--- config.mk ---
export PLATFORM = sky130hd
export DESIGN_NAME = eth10g_tx_frame_arbiter
export DESIGN_NICKNAME = d
export VERILOG_FILES = /design/src/rtl/eth10g_tx_arb_pkg.sv /design/src/rtl/eth10g_rr_arbiter.sv /design/src/rtl/eth10g_tx_frame_arbiter.sv
export SDC_FILE = /design/constraint.sdc
export NUM_CORES = 1
export LEC_CHECK = 0
export BUFFER_PORTS_ARGS = -buffer_cell sky130_fd_sc_hd__buf_4
export CORE_AREA = 10 10 149 151
export CTS_BUF_LIST = sky130_fd_sc_hd__clkbuf_2 sky130_fd_sc_hd__clkbuf_4 sky130_fd_sc_hd__clkbuf_8
export CTS_CLUSTER_SIZE = 12
export DETAILED_ROUTE_END_ITERATION = 8
export DIE_AREA = 0 0 159 161
export PLACE_DENSITY = 0.54
export SLEW_MARGIN = 20
export SYNTH_ARGS = -nofsm -noshare
export SYNTH_HDL_FRONTEND = slang
export SYNTH_HIERARCHICAL = 1
export SYNTH_SLANG_ARGS = --single-unit
--- constraint.sdc ---
create_clock -name clk -period 2.7 [get_ports clk]
set_input_delay 0.135 -clock clk [delete_from_list [all_inputs] [get_ports clk]]
set_output_delay 0.135 -clock clk [all_outputs]
set_load 0.03 [all_outputs]
--- src/rtl/eth10g_tx_arb_pkg.sv ---
// Shared types, state codes and the round-robin pick rule for the 10G TX frame arbiter.
package eth10g_tx_arb_pkg;

  localparam int ETH_MAX_FRAME_BEATS = 190;
  localparam int RR_MAX_REQ          = 8;

  typedef logic [1:0] arb_state_t;

  localparam arb_state_t ST_IDLE  = 2'd0;
  localparam arb_state_t ST_XFER  = 2'd1;
  localparam arb_state_t ST_DRAIN = 2'd2;
  localparam arb_state_t ST_GAP   = 2'd3;

  // First eligible index searching upward from last_grant+1, wrapping at num_req.
  // Returns last_grant when nothing is eligible.
  function automatic logic [2:0] rr_pick(input logic [RR_MAX_REQ-1:0] eligible,
                                         input logic [2:0]            last_grant,
                                         input int                    num_req);
    logic [2:0] pick;
    logic       found;
    int         idx;
    pick  = last_grant;
    found = 1'b0;
    for (int i = 1; i <= RR_MAX_REQ; i++) begin
      idx = (int'(last_grant) + i) % num_req;
      if ((i <= num_req) && !found && eligible[idx[2:0]]) begin
        pick  = idx[2:0];
        found = 1'b1;
      end
    end
    return pick;
  endfunction

endpackage

--- src/rtl/eth10g_rr_arbiter.sv ---
// Round-robin selector: combinational pick from the registered last-grant pointer,
// pointer advances to the pick when i_load is high and something is eligible.
module eth10g_rr_arbiter
  import eth10g_tx_arb_pkg::*;
#(
  parameter  int NUM_REQ = 4,
  localparam int ID_W    = $clog2(NUM_REQ)
) (
  input  logic               clk,
  input  logic               rst,
  input  logic [NUM_REQ-1:0] i_eligible,
  input  logic               i_load,
  output logic               o_any,
  output logic [ID_W-1:0]    o_ptr
);

  logic [ID_W-1:0]       r_ptr;
  logic [ID_W-1:0]       w_pick;
  logic [RR_MAX_REQ-1:0] w_elig8;

  assign w_elig8 = RR_MAX_REQ'(i_eligible);
  assign w_pick  = ID_W'(rr_pick(w_elig8, 3'(r_ptr), NUM_REQ));
  assign o_any   = |i_eligible;
  assign o_ptr   = r_ptr;

  // Reset to the top index so requester 0 wins the first arbitration.
  always_ff @(posedge clk) begin
    if (rst) begin
      r_ptr <= ID_W'(NUM_REQ - 1);
    end else if (i_load && o_any) begin
      r_ptr <= w_pick;
    end
  end

endmodule

--- src/rtl/eth10g_tx_frame_arbiter.sv ---
// Frame-granular round-robin mux of NUM_REQ TX streams onto one 10G MAC input,
// with a forced inter-packet gap and truncation of frames longer than MAX_BEATS.
module eth10g_tx_frame_arbiter
  import eth10g_tx_arb_pkg::*;
#(
  parameter  int NUM_REQ   = 4,
  parameter  int DATA_W    = 64,
  parameter  int IPG_CYC   = 2,
  parameter  int MAX_BEATS = ETH_MAX_FRAME_BEATS,
  localparam int KEEP_W    = DATA_W / 8,
  localparam int ID_W      = $clog2(NUM_REQ)
) (
  input  logic                       clk,
  input  logic                       rst,
  input  logic [NUM_REQ-1:0]         req_en,
  input  logic [NUM_REQ-1:0]         req_valid,
  input  logic [NUM_REQ*DATA_W-1:0]  req_data,
  input  logic [NUM_REQ*KEEP_W-1:0]  req_keep,
  input  logic [NUM_REQ-1:0]         req_last,
  output logic [NUM_REQ-1:0]         req_ready,
  output logic                       out_valid,
  output logic [DATA_W-1:0]          out_data,
  output logic [KEEP_W-1:0]          out_keep,
  output logic                       out_last,
  output logic                       out_err,
  input  logic                       out_ready,
  output logic [ID_W-1:0]            grant_id,
  output logic                       busy,
  output logic [15:0]                trunc_cnt,
  output arb_state_t                 dbg_state
);

  localparam int         CNT_W    = $clog2(MAX_BEATS + 1);
  localparam int         GAP_W    = (IPG_CYC > 1) ? $clog2(IPG_CYC) : 1;
  localparam logic [CNT_W-1:0] LAST_CNT = CNT_W'(MAX_BEATS - 1);
  localparam logic [GAP_W-1:0] GAP_END  = GAP_W'((IPG_CYC > 0) ? IPG_CYC - 1 : 0);
  localparam arb_state_t ST_AFTER = (IPG_CYC == 0) ? ST_IDLE : ST_GAP;

  arb_state_t       r_state;
  logic [CNT_W-1:0] r_beat_cnt;
  logic [GAP_W-1:0] r_gap_cnt;
  logic [15:0]      r_trunc_cnt;

  logic [NUM_REQ-1:0] w_eligible;
  logic               w_any;
  logic [ID_W-1:0]    w_gid;
  logic               w_sel_valid;
  logic               w_sel_last;
  logic [DATA_W-1:0]  w_sel_data;
  logic [KEEP_W-1:0]  w_sel_keep;
  logic               w_trunc_beat;
  logic               w_xfer_acc;
  logic               w_drain_acc;

  assign w_eligible = req_valid & req_en;

  eth10g_rr_arbiter #(.NUM_REQ(NUM_REQ)) u_rr (
    .clk        (clk),
    .rst        (rst),
    .i_eligible (w_eligible),
    .i_load     (r_state == ST_IDLE),
    .o_any      (w_any),
    .o_ptr      (w_gid)
  );

  assign w_sel_valid = req_valid[w_gid];
  assign w_sel_last  = req_last[w_gid];
  assign w_sel_data  = req_data[w_gid*DATA_W +: DATA_W];
  assign w_sel_keep  = req_keep[w_gid*KEEP_W +: KEEP_W];

  // Handshake: a beat moves on a clock edge where valid and ready are both high;
  // ready never depends on anything but state, grant and out_ready.
  assign w_xfer_acc   = (r_state == ST_XFER) && w_sel_valid && out_ready;
  assign w_drain_acc  = (r_state == ST_DRAIN) && w_sel_valid;
  assign w_trunc_beat = (r_state == ST_XFER) && w_sel_valid && !w_sel_last &&
                        (r_beat_cnt == LAST_CNT);

  always_comb begin
    out_valid = 1'b0;
    out_data  = '0;
    out_keep  = '0;
    out_last  = 1'b0;
    out_err   = 1'b0;
    req_ready = '0;
    case (r_state)
      ST_XFER: begin
        out_valid        = w_sel_valid;
        out_data         = w_sel_data;
        out_keep         = w_sel_keep;
        out_last         = w_sel_last | w_trunc_beat;
        out_err          = w_trunc_beat;
        req_ready[w_gid] = out_ready;
      end
      ST_DRAIN: req_ready[w_gid] = 1'b1;
      default: ;
    endcase
  end

  assign grant_id  = w_gid;
  assign busy      = (r_state != ST_IDLE);
  assign trunc_cnt = r_trunc_cnt;
  assign dbg_state = r_state;

  always_ff @(posedge clk) begin
    if (rst) begin
      r_state     <= ST_IDLE;
      r_beat_cnt  <= '0;
      r_gap_cnt   <= '0;
      r_trunc_cnt <= '0;
    end else begin
      case (r_state)
        ST_IDLE: begin
          if (w_any) begin
            r_state    <= ST_XFER;
            r_beat_cnt <= '0;
          end
        end
        ST_XFER: begin
          if (w_xfer_acc) begin
            if (w_sel_last) begin
              r_state   <= ST_AFTER;
              r_gap_cnt <= '0;
            end else if (r_beat_cnt == LAST_CNT) begin
              r_state <= ST_DRAIN;
              if (r_trunc_cnt != 16'hFFFF) r_trunc_cnt <= r_trunc_cnt + 16'd1;
            end else begin
              r_beat_cnt <= r_beat_cnt + 1'b1;
            end
          end
        end
        ST_DRAIN: begin
          if (w_drain_acc && w_sel_last) begin
            r_state   <= ST_AFTER;
            r_gap_cnt <= '0;
          end
        end
        ST_GAP: begin
          if (r_gap_cnt == GAP_END) r_state <= ST_IDLE;
          else                      r_gap_cnt <= r_gap_cnt + 1'b1;
        end
        default: r_state <= ST_IDLE;
      endcase
    end
  end

endmodule

==> flow_metrics.py <==
metrics = {
    "clock_network": {
        "cts_hold_repair.buffers": 0,
        "root_buffer": "clkbuf_8",
        "clock_sinks": 29,
        "cts_tree": "done",
        "postCtsSetupBuffers": 0,
        "clk_pin_slew_ns": 0.07,
        "ctsResizeCount": 0,
        "cts_max_level": 2,
        "clkLatencyLatePin_ns": 0.28,
        "cts_made_buffers": 5,
        "cts_buffer_depth": 2,
    },
    "drt": {
        "ant_nets": 0,
        "via_count": 5064,
        "via_per_inst": 4.79,
        "wl_um": 26300,
        "remaining_drc_errors": 0,
        "wl_per_cell_um": 24.9,
        "drt-pass1-iter-count": 5,
        "drt_iter0_drc": 266,
    },
    "power_and_ir_drop": {
        "p_switching_uw": 2730,
        "power.leakage_uw": 0.00350,
        "power_frac_comb_pct": 81.1,
        "clkPwrFrac_pct": 9.6,
        "switching_share_pct": 48.0,
        "p_seq_share_pct": 9.3,
        "vdd_drop_max_mv": 0.409,
        "p_int_uw": 2950,
        "p_per_area_nw_per_um2": 753,
    },
    "place": {
        "post_dp_cell_area_um2": 7410,
        "hpwl_um": 23000,
        "port_buffers": 402,
        "place.gp.congestion": 0.877,
    },
    "timing": {
        "setup_violations": 0,
        "grt_setup_unrepaired": "no",
        "clock-skew-final_ns": 0.00513,
        "worstMarginPinSlew_ns": 0.681,
        "max_clock_freq_mhz": 399,
        "fin_crit_ns": 2.50,
        "min_period_over_period_pct": 92.7,
        "fin_tns_setup_ns": 0,
        "slew_violations": 0,
        "slew_headroom_pct": 54.6,
        "hold_viol_final": 0,
    },
    "critical_path": {
        "crit_slowest_cell": "mux4_2",
        "crit_type": "reg2reg",
        "path_cells": "mux4_2 -> nor4_4 -> o211ai_4 -> or4_1 -> a21oi_1",
        "cp-end-kind": "flip-flop",
        "critPathMaxStageDelay_ns": 0.62,
        "crit_arrival_ns": 2.72,
        "startpoint_type": "flip-flop",
        "cp.required_ns": 2.92,
        "worstPathMaxFanout": 24,
    },
    "yosys": {
        "synth_cell_types": 49,
        "synthTopCellsByArea": "mux4_2 (41%), dfxtp_1 (14%), and2_1 (12%)",
        "netlist_area_um2": 4140,
        "syn_avg_cell_area_um2": 10.2,
        "synth-seq-cells": 29,
        "synth_top_area_cell": "mux4_2",
        "synth_async_sr_flop_share_pct": 0,
        "yosysSeqAreaShare_pct": 14.0,
        "synthCells": 408,
        "synth_edf_count": 0,
        "synthesis.nets": 719,
        "postSynth.topFlopCell": "dfxtp_1",
        "ys_warn_count": 6,
        "synth_top_area_share_pct": 40.8,
    },
    "floorplan": {
        "die_area_um2": 25600,
        "dieHeight_um": 161,
        "fp.dieW_um": 159,
        "row_count": 51,
        "ioPinCount": 403,
        "start_util_pct": 21.6,
        "core-area_um2": 19200,
    },
    "cells_and_area": {
        "antenna_cells": 0,
        "final_cell_mix": "buf_4 (409), and2_1 (82), mux4_2 (75), dfxtp_1 (27)",
        "area_growth_pct": 82.2,
        "fin_nets": 1102,
        "stdcell_area_um2": 7550,
        "final_common_cell": "buf_4",
        "drive_gt1_share_pct": 63.8,
        "layout.filler_cells": 1981,
    },
    "global_route": {
        "grt_pass1_wl_um": 37200,
        "overflow": 0,
        "grt_max_degree": 48,
        "grt_antenna_before_repair": 0,
        "grt_pass1_vias": 5381,
        "grt_usage_pct": 19.1,
    },
    "run": {
        "max_cap_viol_count": 0,
    },
    "run_status": {
        "outcome": "completed",
    },
    "worst_hold_path": {
        "hold_path_class": "in2reg",
    },
}
-- cell type report --
cell class / count / area, um^2 / area share [%]
flip-flops and latches: 29 / 588 / 7.79
inverters: 9 / 33.8 / 0.448
multi-input cells: 336 / 3380 / 44.8
repair buffers: 410 / 3080 / 40.8
clock buffers: 5 / 68.8 / 0.912
clock inverters: 3 / 65.1 / 0.862
well taps: 265 / 332 / 4.39
-- kinds of logic after synthesis --
family,synth area share (%)
xor gates and xnor gates,0.423
DFF,14.0
buffers and inverters,4.50
and+or+nand+nor,25.3
adders and majority gates,2.42
AOI/OAI and AO/OA,10.3
muxes,43.0
-- registers in the layout (all words and copies together), names as in the netlist --
signal / flops
r_gap_cnt: 1
u_rr/o_ptr: 2
trunc_cnt: 16
r_beat_cnt: 8
dbg_state: 2
-- critical path, delay by kind of cell (launching register included) --
kind,cells,cell delay (ns)
flip-flops,1,0.41
AND/OR/NAND/NOR,2,0.99
multiplexers,1,0.62
AO/OA/AOI/OAI,2,0.43
-- synthesized netlist by cell type, types with 3 or more instances --
library cell	n
a2111oi_0	3
a21oi_1	19
a31oi_1	3
and2_1	82
and3_1	7
buf_1	5
buf_2	5
clkbuf_1	21
dfxtp_1	29
ha_1	8
inv_1	9
mux2_2	3
mux2i_1	6
mux4_2	75
nand2_1	19
nand2b_1	3
nand3_1	11
nand4_1	7
nor2_1	15
nor2b_1	7
nor4_1	3
o21ai_0	14
o31ai_1	8
or3_1	8
or4_1	8
-- final timing paths --
path / startpoint / end / slack, ns / depth (start not counted)
hold / removal: rst / trunc_cnt[0] / 0.22 / 2
setup / recovery: u_rr/o_ptr[0] / trunc_cnt[15] / 0.20 / 5
hold reg to reg: r_beat_cnt[1] / r_beat_cnt[1] / 0.50 / 2
setup reg to reg: u_rr/o_ptr[0] / trunc_cnt[15] / 0.20 / 5
-- stage by stage --
stage | setup slack [ns] | util, % | hold slack (ns) | total power (uW) | std cells
floorplan | 0.197 | - | 0.233 | 3560 | 408
global placement | 0.224 | 38.6 | 0.484 | 5200 | 1049
detailed placement | 0.172 | 38.6 | 0.490 | 5200 | 1049
CTS | 0.117 | 39.3 | 0.216 | 5770 | 1057
global route | 0.0211 | 39.3 | 0.248 | 6060 | 1057
finish | 0.196 | 39.3 | 0.224 | 5680 | 1057
-- power by group through the flow --
stage	clock, uW	sequential, uW	combinational (uW)
final	546	531	4610
after global routing	581	542	4940
after CTS	563	533	4670
after detailed placement	0	543	4650
after global placement	0	540	4660
after floorplan	0	540	3020
-- per-layer routing --
metal / global-route usage, % / vias to the layer above / routed length (um)
met2: 33.4 / 220 / 13400
met3: 8.74 / 15 / 2930
met5: 0 / - / 0
met1: 21.7 / 2463 / 9850
met4: 1.77 / 0 / 187
li1: - / 2366 / -
No activity file was read; power rests on OpenSTA's default activity.
